`src/rtl/systolic_array_pkg.sv`:
```
// ---------------------------------------------------------------------------
// systolic_array_pkg
// Shared types for the systolic-array datapath.
//   word_t     : one IEEE-754 single-precision word
//   drain_st_e : state encoding of the y_result_drain sequencer
// ---------------------------------------------------------------------------
package systolic_array_pkg;

  typedef logic [31:0] word_t;

  typedef enum logic [2:0] {
    DRAIN_IDLE  = 3'd0,
    DRAIN_SET   = 3'd1,
    DRAIN_LATCH = 3'd2,
    DRAIN_SEND  = 3'd3,
    DRAIN_DONE  = 3'd4
  } drain_st_e;

endpackage

```
`src/rtl/y_row_buffer.sv`:
```
// ---------------------------------------------------------------------------
// y_row_buffer
// N-word register file holding one result row: parallel load, indexed read.
// Ports:
//   clk, n_rst  clock / asynchronous active-low reset (clears the buffer)
//   load        capture row_in on the next clock edge
//   row_in      N words to capture
//   rd_idx      word select for rd_data
//   rd_data     selected word (combinational read)
// ---------------------------------------------------------------------------
module y_row_buffer
  import systolic_array_pkg::*;
#(
  parameter int N  = 4,
  parameter int IW = $clog2(N)
) (
  input  logic              clk,
  input  logic              n_rst,
  input  logic              load,
  input  word_t [N-1:0]     row_in,
  input  logic  [IW-1:0]    rd_idx,
  output word_t             rd_data
);

  word_t [N-1:0] mem;

  always_ff @(posedge clk or negedge n_rst) begin
    if (!n_rst) begin
      mem <= '0;
    end else if (load) begin
      mem <= row_in;
    end
  end

  assign rd_data = mem[rd_idx];

endmodule

```
`src/rtl/y_result_drain.sv`:
```
// ---------------------------------------------------------------------------
// y_result_drain
// Walks the result rows of a finished top_pd job by driving y_index_o,
// captures each N-wide row and streams it out word by word (row-major) on a
// valid/ready interface.
// Ports:
//   clk, n_rst         clock / asynchronous active-low reset
//   start_i            drain request pulse (honoured only in IDLE, sa_busy_i low)
//   sa_busy_i          top_pd busy
//   y_in               result row selected by y_index_o
//   y_index_o          row select to top_pd
//   m_valid_o/m_ready_i stream handshake
//   m_data_o           result word
//   m_row_o, m_col_o   coordinates of m_data_o
//   m_last_o           marks word (N-1, N-1)
//   busy_o             drain in progress
//   done_o             one-cycle pulse after the final handshake
// Build option:
//   Y_DRAIN_PREFETCH_EN  second row buffer; row r+1 is fetched while row r
//                        streams, giving a gapless stream. Needs N >= 2.
//
// state  | meaning
// -------+-----------------------------------------------------------
// IDLE   | waiting for start_i with sa_busy_i low
// SET    | y_index_o driven with the row, y_in settling
// LATCH  | y_in copied into the row buffer
// SEND   | buffer[col] presented, col advances on each handshake
// DONE   | done_o pulse, back to IDLE
// ---------------------------------------------------------------------------
module y_result_drain
  import systolic_array_pkg::*;
#(
  parameter int N  = 4,
  parameter int IW = $clog2(N)
) (
  input  logic              clk,
  input  logic              n_rst,
  input  logic              start_i,
  input  logic              sa_busy_i,
  input  word_t [N-1:0]     y_in,
  output logic  [IW-1:0]    y_index_o,
  output logic              m_valid_o,
  input  logic              m_ready_i,
  output word_t             m_data_o,
  output logic  [IW-1:0]    m_row_o,
  output logic  [IW-1:0]    m_col_o,
  output logic              m_last_o,
  output logic              busy_o,
  output logic              done_o
);

  localparam logic [IW-1:0] LAST_IDX = IW'(N - 1);

  drain_st_e      state;
  logic [IW-1:0]  row;
  logic [IW-1:0]  col;
  logic [IW-1:0]  row_inc;
  logic           hs;
  logic           row_end;
  word_t          rd_word;

  assign row_inc = row + IW'(1);
  assign hs      = m_valid_o && m_ready_i;
  assign row_end = (state == DRAIN_SEND) && hs && (col == LAST_IDX);

`ifdef Y_DRAIN_PREFETCH_EN
  // pf_cnt is a settle timer for the prefetched row: loaded with 2 when
  // y_index_o moves ahead, the inactive buffer captures at terminal count 1,
  // mirroring the SET/LATCH spacing of the first row.
  logic [IW-1:0]  row_inc2;
  logic [1:0]     pf_cnt;
  logic           pf_cap;
  logic           buf_sel;
  logic           load0;
  logic           load1;
  word_t          rd0;
  word_t          rd1;

  assign row_inc2 = row + IW'(2);
  assign pf_cap   = (pf_cnt == 2'd1);
  assign load0    = (state == DRAIN_LATCH) || (pf_cap && buf_sel);
  assign load1    = pf_cap && !buf_sel;
  assign rd_word  = buf_sel ? rd1 : rd0;

  always_ff @(posedge clk or negedge n_rst) begin
    if (!n_rst) begin
      pf_cnt  <= 2'd0;
      buf_sel <= 1'b0;
    end else if (state == DRAIN_IDLE) begin
      pf_cnt  <= 2'd0;
      buf_sel <= 1'b0;
    end else if (state == DRAIN_LATCH && row != LAST_IDX) begin
      pf_cnt <= 2'd2;
    end else if (row_end && row != LAST_IDX) begin
      buf_sel <= ~buf_sel;
      pf_cnt  <= (row_inc != LAST_IDX) ? 2'd2 : 2'd0;
    end else if (pf_cnt != 2'd0) begin
      pf_cnt <= pf_cnt - 2'd1;
    end
  end

  y_row_buffer #(.N(N), .IW(IW)) u_buf0 (
    .clk     (clk),
    .n_rst   (n_rst),
    .load    (load0),
    .row_in  (y_in),
    .rd_idx  (col),
    .rd_data (rd0)
  );

  y_row_buffer #(.N(N), .IW(IW)) u_buf1 (
    .clk     (clk),
    .n_rst   (n_rst),
    .load    (load1),
    .row_in  (y_in),
    .rd_idx  (col),
    .rd_data (rd1)
  );
`else
  y_row_buffer #(.N(N), .IW(IW)) u_buf0 (
    .clk     (clk),
    .n_rst   (n_rst),
    .load    (state == DRAIN_LATCH),
    .row_in  (y_in),
    .rd_idx  (col),
    .rd_data (rd_word)
  );
`endif

  always_ff @(posedge clk or negedge n_rst) begin
    if (!n_rst) begin
      state     <= DRAIN_IDLE;
      row       <= '0;
      col       <= '0;
      y_index_o <= '0;
    end else begin
      case (state)
        DRAIN_IDLE: begin
          if (start_i && !sa_busy_i) begin
            state     <= DRAIN_SET;
            row       <= '0;
            col       <= '0;
            y_index_o <= '0;
          end
        end
        DRAIN_SET: begin
          state <= DRAIN_LATCH;
        end
        DRAIN_LATCH: begin
          state <= DRAIN_SEND;
          col   <= '0;
`ifdef Y_DRAIN_PREFETCH_EN
          if (row != LAST_IDX) y_index_o <= row_inc;
`endif
        end
        DRAIN_SEND: begin
          if (hs) begin
            if (col == LAST_IDX) begin
              col <= '0;
              if (row == LAST_IDX) begin
                state <= DRAIN_DONE;
              end else begin
                row <= row_inc;
`ifdef Y_DRAIN_PREFETCH_EN
                // Next row is already buffered; start fetching the one after.
                if (row_inc != LAST_IDX) y_index_o <= row_inc2;
`else
                y_index_o <= row_inc;
                state     <= DRAIN_SET;
`endif
              end
            end else begin
              col <= col + IW'(1);
            end
          end
        end
        DRAIN_DONE: begin
          state <= DRAIN_IDLE;
        end
        default: begin
          state <= DRAIN_IDLE;
        end
      endcase
    end
  end

  assign m_valid_o = (state == DRAIN_SEND);
  assign m_data_o  = m_valid_o ? rd_word : '0;
  assign m_row_o   = row;
  assign m_col_o   = col;
  assign m_last_o  = m_valid_o && (row == LAST_IDX) && (col == LAST_IDX);
  assign busy_o    = (state != DRAIN_IDLE);
  assign done_o    = (state == DRAIN_DONE);

endmodule

```
`config.mk`:
```
export PLATFORM = sky130hd
export DESIGN_NAME = y_result_drain
export DESIGN_NICKNAME = d
export VERILOG_FILES = /design/src/rtl/systolic_array_pkg.sv /design/src/rtl/y_row_buffer.sv /design/src/rtl/y_result_drain.sv
export SDC_FILE = /design/constraint.sdc
export NUM_CORES = 1
export LEC_CHECK = 0
export CAP_MARGIN = 20
export CORE_AREA = 2 2 121 123
export CTS_BUF_LIST = sky130_fd_sc_hd__clkbuf_8 sky130_fd_sc_hd__clkbuf_16
export DETAILED_ROUTE_END_ITERATION = 6
export DIE_AREA = 0 0 123 125
export DONT_BUFFER_PORTS = 1
export SYNTH_ARGS = -nofsm -noshare
export SYNTH_HDL_FRONTEND = slang
export SYNTH_HIERARCHICAL = 1
export SYNTH_SLANG_ARGS = --single-unit
```
`constraint.sdc`:
```
create_clock -name clk -period 2.9 [get_ports clk]
set_input_delay 0.58 -clock clk [delete_from_list [all_inputs] [get_ports clk]]
set_output_delay 0.58 -clock clk [all_outputs]
set_load 0.005 [all_outputs]
```
==> results of run 1 <==
[power groups by stage]
stage | combinational (W) | sequential [W] | clock (W)
after floorplan | 0.00327 | 0.00320 | 0
after global placement | 0.00349 | 0.00341 | 0
after detailed placement | 0.00357 | 0.00345 | 0
after CTS | 0.00359 | 0.00342 | 0.00234
after global routing | 0.00383 | 0.00355 | 0.00243
final | 0.00352 | 0.00341 | 0.00228
[worst max path at each step]
stage                from      endpoint  cells past startpoint
2_1_floorplan  m_col_o[0]  m_data_o[10]                      4
3_3_place_gp   m_col_o[1]   m_data_o[3]                      3
3_5_place_dp   m_col_o[1]   m_data_o[3]                      3
4_1_cts        m_col_o[1]   m_data_o[3]                      3
5_1_grt        m_col_o[1]   m_data_o[3]                      3
6_report       m_col_o[1]   m_data_o[9]                      3
[stage by stage]
stage / instances / instance area [um^2]
after global routing: 583 / 6920
after detailed placement: 552 / 6290
after CTS: 583 / 6920
after global placement: 552 / 6290
final: 583 / 6920
after floorplan: 388 / 6210
[layout make-up]
type                    instances  share of cell area
inverters                       1            0.000542
well taps                     184              0.0333
flip-flops and latches        135               0.489
clock inverters                12              0.0255
multi-input cells             225               0.377
clock buffers                  19              0.0655
repair buffers                  7             0.00940
[placed cells by master, fill, tap and decap left out, drive strengths merged]
cell / count
a21oi: 1
a22o: 1
a32o: 1
and2: 35
and3: 1
buf: 7
bufinv: 4
clkbuf: 19
clkinv: 3
clkinvlp: 5
dfrtp: 135
ha: 2
inv: 1
mux2: 129
mux4: 32
nand2: 4
nand2b: 2
nand3: 1
nand3b: 1
nor2: 5
nor2b: 1
nor3: 2
nor3b: 1
o21a: 1
o21ai: 1
o21bai: 1
o32a: 2
or3: 1
[registers in the layout (all words and copies together), names as in the netlist]
signal and cells:
m_col_o 2, m_row_o 2, u_buf0/mem 128, state 3
[metal layers]
metal / vias up / wire length [um] / GRT usage
li1: 1421 / - / -
met1: 1689 / 4750 / 0.190
met2: 121 / 6070 / 0.274
met3: 20 / 1240 / 0.0912
met4: 2 / 231 / 0.0715
met5: - / 13 / 0
[logic make-up after synthesis]
group           after synthesis  synth area share
mux                         161             0.352
flops                       135             0.544
simple gates                 54            0.0536
buf+inv                      28            0.0365
compound gates                8            0.0105
fa+ha+maj                     2           0.00403
[worst reg2reg max path: cells and delay by family (launching register included)]
kind / cells / cell delay (ns)
DFF: 1 / 0.79
and+or+nand+nor: 1 / 0.10
AOI/OAI and AO/OA: 1 / 0.31
muxes: 1 / 0.26
adders and majority gates: 1 / 0.25
buffers and inverters: 1 / 0.37
==> metrics.cfg, run 1 <==
[outcome]
status=finished with violations
violations=hold timing

[die]
die_w_um=123
fp.dieArea_mm2=0.0154
num_rows=44
core_mm2=0.0142
initial_utilization=0.437
pin_count=175
die_height_um=125

[drt]
drc=0
drtAntennaViolNets=0
first_iter_violations=167
drtPass1Iterations=4
num_vias=3253
viasPerCell=5.58
routed_wl_um=12300
routedWlPerCell_um=21.1

[clock_tree]
cts.sink_count=135
cts_root_buf=clkbuf_16
post_cts_buffers=0
cts_resized=0
htree_num_levels=4
worstSkewPairLatency_ns=0.42
clk_pin_slew_ns=0.06
cts_buffers=17
cts_tree=done
cts.path.max_buffers=2

[global_route]
grt_max_degree=136
grt_pass1_vias=3636
antenna_found_initial=1
grt_pass1_wl_um=19500
grt_usage=0.171
globalRouteOverflowTotal=0

[final_layout]
antenna_cells=0
layout.nets=522
final_core_utilization=0.487
fillCellCount=1228
drive_gt1_frac=0.511
multiInputGateArea_mm2=0.00261
area_growth_pct=11.4
seqCellArea_mm2=0.00338

[yosys]
syn_area_mm2=0.00621
ys.flop_type=dfrtp_1
synth_top_area_share=0.544
avgSynthCellArea_um2=16.0
synth_most_common_cell=dfrtp_1
ys_seq_area_frac=0.544
synth_cell_types=31
ys_ff_latch=135
synth_edf_count=0
ys.warnings.count=6
synth_top_area_cell=dfrtp_1
async_reset_ff_frac=1.00
synth.area.top_cells=dfrtp_1, mux2_2, mux4_2
synth_common_cells=dfrtp_1, mux2_2, and2_1, mux4_2, buf_4
synth_nets=523
synthCells=388

[sta]
final-setup-viol-count=0
max_slew.worst_pin.slew_ns=0.789
slew_headroom=0.474
rsz0062_at_grt=no
fin_crit_sh=0.917
hold_ws_ns=-0.145
finalHoldViolCount=135
drv_slew=0
tns_ns=0
fin_ws_ns=0.240
clock_skew_ns=0.00640
max_freq_ghz=0.376
period_minus_slack_ns=2.66

[critical_path]
timing.rr.end=m_row_o[0]
worstPathCellList=buf_4, mux4_2, and2_1
start_kind=register
cpMaxStageDelayCell=dfrtp_2
end_kind=output pin
worst-path-buf-inv=1
rrSetupSlack_ns=0.71
cp_top_family=flip-flops
reg2reg_depth=5
crit_fanout=23
required_ns=2.32
path_class=register to output pin
slowest_delay_ns=0.79
regToRegStartpoint=m_col_o[1]
arrival_ns=2.08

[place]
dp_worst_setup_slack_ns=0.627
port_buffers=0
globalplace.congestion=0.722
place_hpwl_um=8100

[pwr]
power_frac_clock=0.247
leakage_nw=2.83
pwr-share-comb=0.383
ir_drop_mv=0.621
finalPower_w=0.00921
p_sw_w=0.00269
seqPwrFrac=0.370
cellPowerDensity_mw_per_mm2=1330
p_int_w=0.00652
swShare=0.292

[hold_path]
min_path_type=input port to async pin

[run]
max_cap_viol_count=0

Note: power is estimated with default switching activity, not from simulation.
==> inputs of run 2 (changes only) <==
REMOVE_ABC_BUFFERS = 1   (was not set)
==> metrics.cfg, run 2 (synthesis results as in run 1) <==
[final_layout]
final_common_cell=dfrtp_1
final_cell_mix=dfrtp_1, mux2_2, and2_1, mux4_2, clkbuf_16
area_growth_pct=12.8
largest_reg_flops=128  ; unchanged
final_core_utilization=0.493  ; +0.00617
layout.nets=525  ; +0.57%
reg_top3=u_buf0/mem (128), state (3)
regMostFlops=u_buf0/mem
drive_gt1_frac=0.515  ; +0.00365

[drt]
num_vias=3244  ; -0.28%
drc=0  ; unchanged
drtPass1Iterations=7  ; +3
routed_wl_um=12300  ; -0.11%
viasPerCell=5.52  ; -1.1%
routedWlPerCell_um=20.9  ; -0.96%
first_iter_violations=185  ; +11%
drtAntennaViolNets=0  ; unchanged

[sta]
tns_ns=0  ; unchanged
clock_skew_ns=0.00552  ; -0.000880 ns
max_slew.worst_pin.slew_ns=0.719  ; -0.0701 ns
final-setup-viol-count=0  ; unchanged
finalHoldViolCount=135  ; unchanged
fin_crit_sh=0.883  ; -0.0345
slew_headroom=0.521  ; +0.0468
period_minus_slack_ns=2.56  ; -0.100 ns
drv_slew=0  ; unchanged
rsz0062_at_grt=no
hold_ws_ns=-0.136  ; +0.00878 ns
max_freq_ghz=0.391  ; +3.9%

[critical_path]
cp-endpoint=m_data_o[12]
required_ns=2.32  ; about the same
rrSetupSlack_ns=0.89  ; +0.18 ns
reg2reg_depth=4  ; -1
end_kind=output pin
start_kind=register
regToRegStartpoint=state[0]
crit_start=m_col_o[1]
timing.rr.end=u_buf0/mem[53]
crit_fanout=27  ; +17%
arrival_ns=1.98  ; -0.10 ns
path_class=register to output pin

[clock_tree]
cts_tree=done
htree_num_levels=4  ; unchanged
post_cts_buffers=0  ; unchanged
worstSkewPairLatency_ns=0.41  ; about the same
cts_resized=0  ; unchanged
cts.sink_count=135  ; unchanged
clk_pin_slew_ns=0.06  ; about the same
cts.path.max_buffers=2  ; unchanged
cts_root_buf=clkbuf_16
cts_buffers=17  ; unchanged

[die]
core_mm2=0.0142  ; unchanged
die_w_um=123  ; unchanged
num_rows=44  ; unchanged
pin_count=175  ; unchanged
die_height_um=125  ; unchanged
fp.dieArea_mm2=0.0154  ; unchanged
initial_utilization=0.437  ; unchanged

[run]
max_cap_viol_count=0  ; unchanged

[pwr]
p_int_w=0.00669  ; +2.7%
power_frac_clock=0.251  ; +0.004
leakage_nw=2.89  ; +2.0%
ir_drop_mv=0.670  ; +7.9%
p_sw_w=0.00271  ; +0.58%
pwr-share-comb=0.385  ; +0.002
cellPowerDensity_mw_per_mm2=1340  ; +0.78%
swShare=0.288  ; -0.00423
seqPwrFrac=0.364  ; -0.006

[hold_path]
min_path_type=input port to async pin

[place]
port_buffers=0  ; unchanged
place_hpwl_um=8250  ; +1.9%
globalplace.congestion=0.736  ; +1.9%

[global_route]
grt_pass1_wl_um=19700  ; +0.99%
grt_usage=0.171  ; about the same
globalRouteOverflowTotal=0  ; unchanged
grt_pass1_vias=3706  ; +1.9%
grt_max_degree=136  ; unchanged
antenna_found_initial=2  ; +1

[outcome]
violations=hold timing
status=finished with violations

==> run 2: worst min-delay path by stage <==
stage	cells past startpoint	to	slack [ns]	startpoint
after floorplan	0	m_col_o[0]	0.28	n_rst
after global placement	0	u_buf0/mem[48]	0.29	n_rst
after detailed placement	0	u_buf0/mem[112]	0.29	n_rst
after CTS	0	u_buf0/mem[112]	-0.16	n_rst
after global routing	0	u_buf0/mem[51]	-0.17	n_rst
final	0	u_buf0/mem[80]	-0.14	n_rst
==> run 2: layout make-up <==
type	instances	area (um^2)
Timing Repair Buffer	10	125
Antenna cell	2	5.00
Tap cell	184	230
Multi-Input combinational cell	225	2610
Inverter	1	3.75
Clock buffer	19	453
Fill cell	1192	7200
Clock inverter	12	199
Sequential cell	135	3380
==> run 2: per-layer routing <==
layer / vias up / share of wire / track usage / wire, um
met3: 9 / 0.084 / 0.0776 / 1030
li1: 1436 / - / - / -
met1: 1703 / 0.40 / 0.202 / 4900
met4: 0 / 0.011 / 0.0535 / 131
met5: - / 0 / 0 / 0
met2: 96 / 0.51 / 0.279 / 6240
==> run 2: metrics by stage <==
step	hold WS, ns	instance area (um^2)	cells	power, W	setup slack [ns]
2_1_floorplan	0.284	5990	361	0.00635	-1.20
3_3_place_gp	0.287	6350	555	0.00704	0.698
3_5_place_dp	0.287	6350	555	0.00715	0.726
4_1_cts	-0.158	7000	586	0.00955	0.282
5_1_grt	-0.169	7000	587	0.0100	0.239
6_report	-0.136	7010	588	0.00940	0.340
==> run 2: critical path, stage by stage, from the launching register on <==
cell and delay (ns):
dfrtp_2 0.83, buf_4 0.28, mux4_2 0.28, and2_1 0.17
==> run 2: power by group through the flow <==
| stage | logic (W) | clock network (W) | registers (W) |
|---|---|---|---|
| 3_5_place_dp | 0.00369 | 0 | 0.00347 |
| 2_1_floorplan | 0.00299 | 0 | 0.00336 |
| 6_report | 0.00362 | 0.00236 | 0.00342 |
| 5_1_grt | 0.00396 | 0.00252 | 0.00356 |
| 4_1_cts | 0.00370 | 0.00242 | 0.00343 |
| 3_3_place_gp | 0.00362 | 0 | 0.00342 |
